**src/rtl/hilo_mac_pkg.sv**
```systemverilog
// Shared op header for the HI/LO multiply/accumulate unit: op codes, FSM states
// and the signed-op classifier.
package hilo_mac_pkg;

  typedef enum logic [2:0] {
    OP_MULT  = 3'd0,
    OP_MULTU = 3'd1,
    OP_MADD  = 3'd2,
    OP_MADDU = 3'd3,
    OP_MSUB  = 3'd4,
    OP_MSUBU = 3'd5,
    OP_MTHI  = 3'd6,
    OP_MTLO  = 3'd7
  } op_e;

  typedef enum logic [1:0] {
    ST_IDLE = 2'd0,
    ST_MUL  = 2'd1,
    ST_ACC  = 2'd2
  } state_e;

  function automatic logic is_signed_op(input op_e op);
    return (op == OP_MULT) || (op == OP_MADD) || (op == OP_MSUB);
  endfunction

endpackage

```
**src/rtl/hilo_mac_unit_mul_iter.sv**
```systemverilog
// Iterative unsigned shift-add multiplier retiring STEP_BITS multiplier bits per
// run cycle; last is high during the final iteration.
module mac_mul_iter #(
  parameter int WIDTH     = 32,
  parameter int STEP_BITS = 1
) (
  input  logic               i_clk,
  input  logic               start,
  input  logic               run,
  input  logic [WIDTH-1:0]   a,
  input  logic [WIDTH-1:0]   b,
  output logic [2*WIDTH-1:0] product,
  output logic               last
);

  localparam int N  = WIDTH / STEP_BITS;
  localparam int CW = (N > 1) ? $clog2(N) : 1;

  logic [2*WIDTH-1:0] mcand;
  logic [2*WIDTH-1:0] acc;
  logic [2*WIDTH-1:0] partial;
  logic [WIDTH-1:0]   mplier;
  logic [CW-1:0]      cnt;

  // NOTE: blocking '=' is correct inside always_comb; partial gets a default first so no latch is inferred.
  always_comb begin
    partial = '0;
    for (int i = 0; i < STEP_BITS; i++) begin
      if (mplier[i]) partial = partial + (mcand << i);
    end
  end

  // NOTE: pure datapath registers carry no reset; start reloads all of them before use.
  always_ff @(posedge i_clk) begin
    if (start) begin
      acc    <= '0;
      mcand  <= {{WIDTH{1'b0}}, a};
      mplier <= b;
      cnt    <= CW'(N - 1);
    end else if (run) begin
      acc    <= acc + partial;
      mcand  <= mcand << STEP_BITS;
      mplier <= mplier >> STEP_BITS;
      if (cnt != '0) cnt <= cnt - 1'b1;
    end
  end

  assign product = acc;
  assign last    = (cnt == '0);

endmodule

```
**src/rtl/hilo_mac_unit.sv**
```systemverilog
// HI/LO register pair with iterative MULT/MADD/MSUB (signed and unsigned) and
// MTHI/MTLO; valid/ready issue, one-cycle done pulse, flush abort.
module hilo_mac_unit
  import hilo_mac_pkg::*;
#(
  parameter int WIDTH     = 32,
  parameter int STEP_BITS = 1
) (
  input  logic             i_clk,
  input  logic             i_rst,
  input  logic             i_valid,
  output logic             o_ready,
  input  logic [2:0]       i_op,
  input  logic [WIDTH-1:0] i_rs,
  input  logic [WIDTH-1:0] i_rt,
  input  logic             i_flush,
  output logic             o_done,
  output logic             o_busy,
  output logic [WIDTH-1:0] o_hi,
  output logic [WIDTH-1:0] o_lo
);

  state_e             state;
  op_e                op_in;
  op_e                op_q;
  logic               neg_q;
  logic               accept;
  logic               start;
  logic               signed_in;
  logic [WIDTH-1:0]   rs_mag;
  logic [WIDTH-1:0]   rt_mag;
  logic [2*WIDTH-1:0] product;
  logic [2*WIDTH-1:0] prod_s;
  logic [2*WIDTH-1:0] hilo;
  logic [2*WIDTH-1:0] result;
  logic               last;

  assign op_in     = op_e'(i_op);
  assign o_ready   = (state == ST_IDLE);
  assign o_busy    = ~o_ready;
  assign accept    = i_valid && o_ready && !i_flush;
  assign start     = accept && (op_in != OP_MTHI) && (op_in != OP_MTLO);
  assign signed_in = is_signed_op(op_in);

  // Two's-complement negate of the most-negative value yields itself, which is the correct unsigned magnitude.
  assign rs_mag = (signed_in && i_rs[WIDTH-1]) ? -i_rs : i_rs;
  assign rt_mag = (signed_in && i_rt[WIDTH-1]) ? -i_rt : i_rt;

  mac_mul_iter #(.WIDTH(WIDTH), .STEP_BITS(STEP_BITS)) u_mul (
    .i_clk   (i_clk),
    .start   (start),
    .run     (state == ST_MUL),
    .a       (rs_mag),
    .b       (rt_mag),
    .product (product),
    .last    (last)
  );

  assign hilo   = {o_hi, o_lo};
  assign prod_s = neg_q ? -product : product;

  always_comb begin
    result = hilo;
    case (op_q)
      OP_MULT, OP_MULTU: result = prod_s;
      OP_MADD, OP_MADDU: result = hilo + prod_s;
      OP_MSUB, OP_MSUBU: result = hilo - prod_s;
      default:           result = hilo;
    endcase
  end

  // NOTE: sequential state uses non-blocking '<=' so every register samples pre-edge values.
  always_ff @(posedge i_clk) begin
    if (i_rst) begin
      state  <= ST_IDLE;
      op_q   <= OP_MULT;
      neg_q  <= 1'b0;
      o_hi   <= '0;
      o_lo   <= '0;
      o_done <= 1'b0;
    end else begin
      o_done <= 1'b0;
      case (state)
        ST_IDLE: begin
          if (accept) begin
            case (op_in)
              OP_MTHI: begin
                o_hi   <= i_rs;
                o_done <= 1'b1;
              end
              OP_MTLO: begin
                o_lo   <= i_rs;
                o_done <= 1'b1;
              end
              default: begin
                op_q  <= op_in;
                neg_q <= signed_in && (i_rs[WIDTH-1] ^ i_rt[WIDTH-1]);
                state <= ST_MUL;
              end
            endcase
          end
        end
        ST_MUL: begin
          if (i_flush)   state <= ST_IDLE;
          else if (last) state <= ST_ACC;
        end
        ST_ACC: begin
          state <= ST_IDLE;
          // Flush beats the write: an aborted op leaves HI/LO untouched.
          if (!i_flush) begin
            {o_hi, o_lo} <= result;
            o_done       <= 1'b1;
          end
        end
        default: state <= ST_IDLE;
      endcase
    end
  end

endmodule

```
**config.mk**
```make
export PLATFORM = sky130hd
export DESIGN_NAME = hilo_mac_unit
export DESIGN_NICKNAME = d
export VERILOG_FILES = /design/src/rtl/hilo_mac_pkg.sv /design/src/rtl/hilo_mac_unit_mul_iter.sv /design/src/rtl/hilo_mac_unit.sv
export SDC_FILE = /design/constraint.sdc
export NUM_CORES = 1
export LEC_CHECK = 0
export CORE_MARGIN = 10
export CORE_UTILIZATION = 65
export CTS_CLUSTER_SIZE = 40
export DETAILED_ROUTE_END_ITERATION = 8
export PLACE_DENSITY = 0.83
export SYNTH_ARGS = -nofsm -noshare
export SYNTH_HDL_FRONTEND = slang
export SYNTH_SLANG_ARGS = --single-unit
```
**constraint.sdc**
```tcl
create_clock -name i_clk -period 9.69 [get_ports i_clk]
set_input_delay 0.969 -clock i_clk [delete_from_list [all_inputs] [get_ports i_clk]]
set_output_delay 0.969 -clock i_clk [all_outputs]
set_load 0.01 [all_outputs]
```
==> flow_summary.ini <==
[status]
status = finished, final reports clean

[critical_path]
path_buf_inv = 1
crit_required_ns = 10.08
crit_start = u_mul.product[0]$_SDFFE_PP0P_
cp-endpoint = o_hi[15]$_SDFFE_PP0P_
path_depth = 24
worstReg2RegEnd = o_hi[15]$_SDFFE_PP0P_
path_cells = inv_1 -> ha_1 -> or4b_1 -> o21ai_0 -> a221oi_1 -> nor3b_2 -> nand3_1 -> nor2_1 -> nand2_1 -> nor4b_1 -> and3_1 -> nor2_1 -> xor2_1 -> ha_1 -> and3_1 -> a32o_1 -> o41a_1 -> a31oi_1 -> nor2_1 -> o31ai_1 -> o21ai_0 -> xor2_1 -> a2111oi_0 -> a2111oi_0
endpoint_kind = register
cp_slowest_cell = o31ai_1
worst-path-max-fanout = 7
max_stage_delay_ns = 0.75
worstReg2RegStart = u_mul.product[0]$_SDFFE_PP0P_
cp-start-kind = register
reg2reg_depth = 24
critPathArrivalTime_ns = 7.61
crit_top_cell = nor2_1
critical_path_class = reg2reg
crit_family = compound AO/OA/AOI/OAI gates
reg2reg_slack_ns = 2.47

[logic_synthesis]
yosys_warnings = 0
yosys_register_bits = 235
synth_most_common_cell = nand2_1
synthFlopType = dfxtp_1
synth_area_sq_um = 21440
synth_top_area_frac = 0.1596
synth_cell_type_count = 96
synth.largest_area_cell = dfxtp_1
synthTopCellsByArea = dfxtp_1 (16%), edfxtp_1 (9.0%), ha_1 (7.8%)
syn_nets = 3048
async_reset_ff_frac = 0
seq_area_frac_synth = 0.2493
avgSynthCellArea_sq_um = 7.545
synth_cells = 2842
synth_edf_count = 64
yosys-top-cells-count = nand2_1 (336), o21ai_0 (283), nor2_1 (251), a21oi_1 (233), dfxtp_1 (171)

[place]
dp_cells = 3290
hpwl_mm = 55.34
port_buffers = 137
place_congestion = 1.028

[cts]
clock_sinks = 235
cts_root_buf = clkbuf_16
post_cts_buffers = 0
clock_tree.buffer_depth = 3
insertion_delay_ns = 0.58
clk_pin_slew_ns = 0.07
clock_tree.htree_level_count = 1
ctsResizeCount = 0
numCtsBuffers = 28
cts_hold_buf = 0
cts_tree = done

[power]
intPower_mw = 2.337
clock_power_share = 0.287
p_sw_mw = 1.597
power_leakage_nw = 9.419
power_density_nw_per_um2 = 164.4
switching_share = 0.4060
p_comb_frac = 0.408
peakVddDrop_uv = 143.3
seqPwrFrac = 0.305

[drt]
ant_nets = 0
first_pass_iters = 7
drc_errors = 0
drt-vias-per-instance = 6.758
vias = 22586
drt_iter0_markers = 2759
routed_wl_mm = 74.07
wl_per_cell_um = 22.16

[layout]
drive_gt1_frac = 0.04586
multi_input_area_sq_um = 15360
area_delta_synth_final_pct = 11.61
fillCellCount = 2616
ff_latch_area_sq_um = 5346
antennaDiodeCount = 0
nNetsFinal = 3084
final_core_util = 0.7356
instances_no_fill = 3342

[die]
chipWidth_um = 201.6
core-area_sq_um = 32540
ios = 138
die-area_sq_um = 40650
die_h_um = 201.6
start_util = 0.6591
core.rowCount = 66

[global_route]
grt_use_total = 0.3446
gr-total-overflow = 0
grt_pass1_wl_mm = 115.2
grt_pass1_vias = 20990
grt_max_degree = 121
antenna_found_initial = 1

[worst_hold_path]
min_path_type = reg2reg

[timing]
period_share = 0.7456
setup_tns_ns = 0
worst-slew-pin-transition_ns = 1.190
setup_viol = 0
finClkSkew_ns = 0.01064
rsz0062_at_grt = false
slew_headroom = 0.2061
period_minus_slack_ns = 7.225
fmax_mhz = 138.4
drv_slew = 0
hold_viol_final = 0

[run]
drv_cap = 0
## tightest hold or removal path: stages (launching register included)
cell,delay (ns)
dfxtp_1,0.31
nand2_1,0.05
o21ai_0,0.06
## routing by layer
metal / GRT usage / up-vias / part of all wire
li1: - / 10429 / -
met1: 0.4605 / 10525 / 0.41
met2: 0.5203 / 1390 / 0.42
met3: 0.06699 / 240 / 0.12
met4: 0.1723 / 2 / 0.053
met5: 0 / - / 0.00023
## power by group through the flow
stage          combinational [mW]  sequential, mW  clock, mW
6_report                     1.61            1.20       1.13
5_1_grt                      1.74            1.21       1.17
4_1_cts                      1.56            1.19       1.13
3_5_place_dp                 1.54            1.21          0
3_3_place_gp                 1.51            1.21          0
2_1_floorplan                1.19            1.16          0
## sequential cells by signal (all words and copies together) (netlist names)
name           cells
o_hi              32
state              2
neg_q              1
u_mul.product     64
o_lo              32
u_mul.cnt          5
u_mul.mcand       64
op_q               2
o_done             1
u_mul.mplier      32
## final cells by class
class                           instances  area share
Clock buffer                           39     0.03440
Clock inverter                         13    0.006274
Inverter                               54    0.008469
Multi-Input combinational cell       2404      0.6416
Sequential cell                       235      0.2234
Tap cell                              442     0.02311
Timing Repair Buffer                  155     0.06274
## logic make-up (layout without fill, tap and decap cells)
| logic type | count (synthesis) | after routing | share of synthesized area |
|---|---|---|---|
| buffers and inverters | 203 | 261 | 0.03653 |
| and+or+nand+nor | 1059 | 1059 | 0.2448 |
| adders and majority gates | 135 | 135 | 0.07947 |
| DFF | 235 | 235 | 0.2493 |
| xor gates and xnor gates | 294 | 294 | 0.1204 |
| AOI/OAI and AO/OA | 907 | 907 | 0.2651 |
| muxes | 9 | 9 | 0.004376 |
## worst min path at each step
stage | endpoint | cells past startpoint | startpoint
floorplan | state[1]$_SDFFE_PP0P_ | 1 | u_mul.cnt[4]$_SDFFE_PP1P_
global placement | op_q[1]$_SDFFE_PP0P_ | 2 | op_q[1]$_SDFFE_PP0P_
detailed placement | u_mul.mcand[63]$_SDFFE_PP0P_ | 2 | u_mul.mcand[63]$_SDFFE_PP0P_
CTS | u_mul.mcand[63]$_SDFFE_PP0P_ | 2 | u_mul.mcand[63]$_SDFFE_PP0P_
global route | u_mul.mcand[63]$_SDFFE_PP0P_ | 2 | u_mul.mcand[63]$_SDFFE_PP0P_
finish | u_mul.mcand[63]$_SDFFE_PP0P_ | 2 | u_mul.mcand[63]$_SDFFE_PP0P_
## layout by cell type, fill, tap and decap left out, types with 77 or more instances in the layout
cell             Yosys  final
nand2_1            336    336
o21ai_0            283    283
nor2_1             251    250
a21oi_1            233    233
dfxtp_1            171    170
xor2_1             161    161
clkdlybuf4s50_1      0    136
xnor2_1            132    132
ha_1               133    131
and2_1              77     77
## metrics by stage
stage | setup WS, ns | hold WS (ns) | total power, mW | area (sq um)
floorplan | 3.626 | 0.4221 | 2.351 | 21440
global placement | 2.879 | 0.4463 | 2.717 | 22960
detailed placement | 2.693 | 0.4545 | 2.755 | 22960
CTS | 2.672 | 0.4624 | 3.880 | 23930
global route | 1.859 | 0.4851 | 4.119 | 23930
finish | 2.465 | 0.4611 | 3.935 | 23930
(Power assumes the default switching activity.)
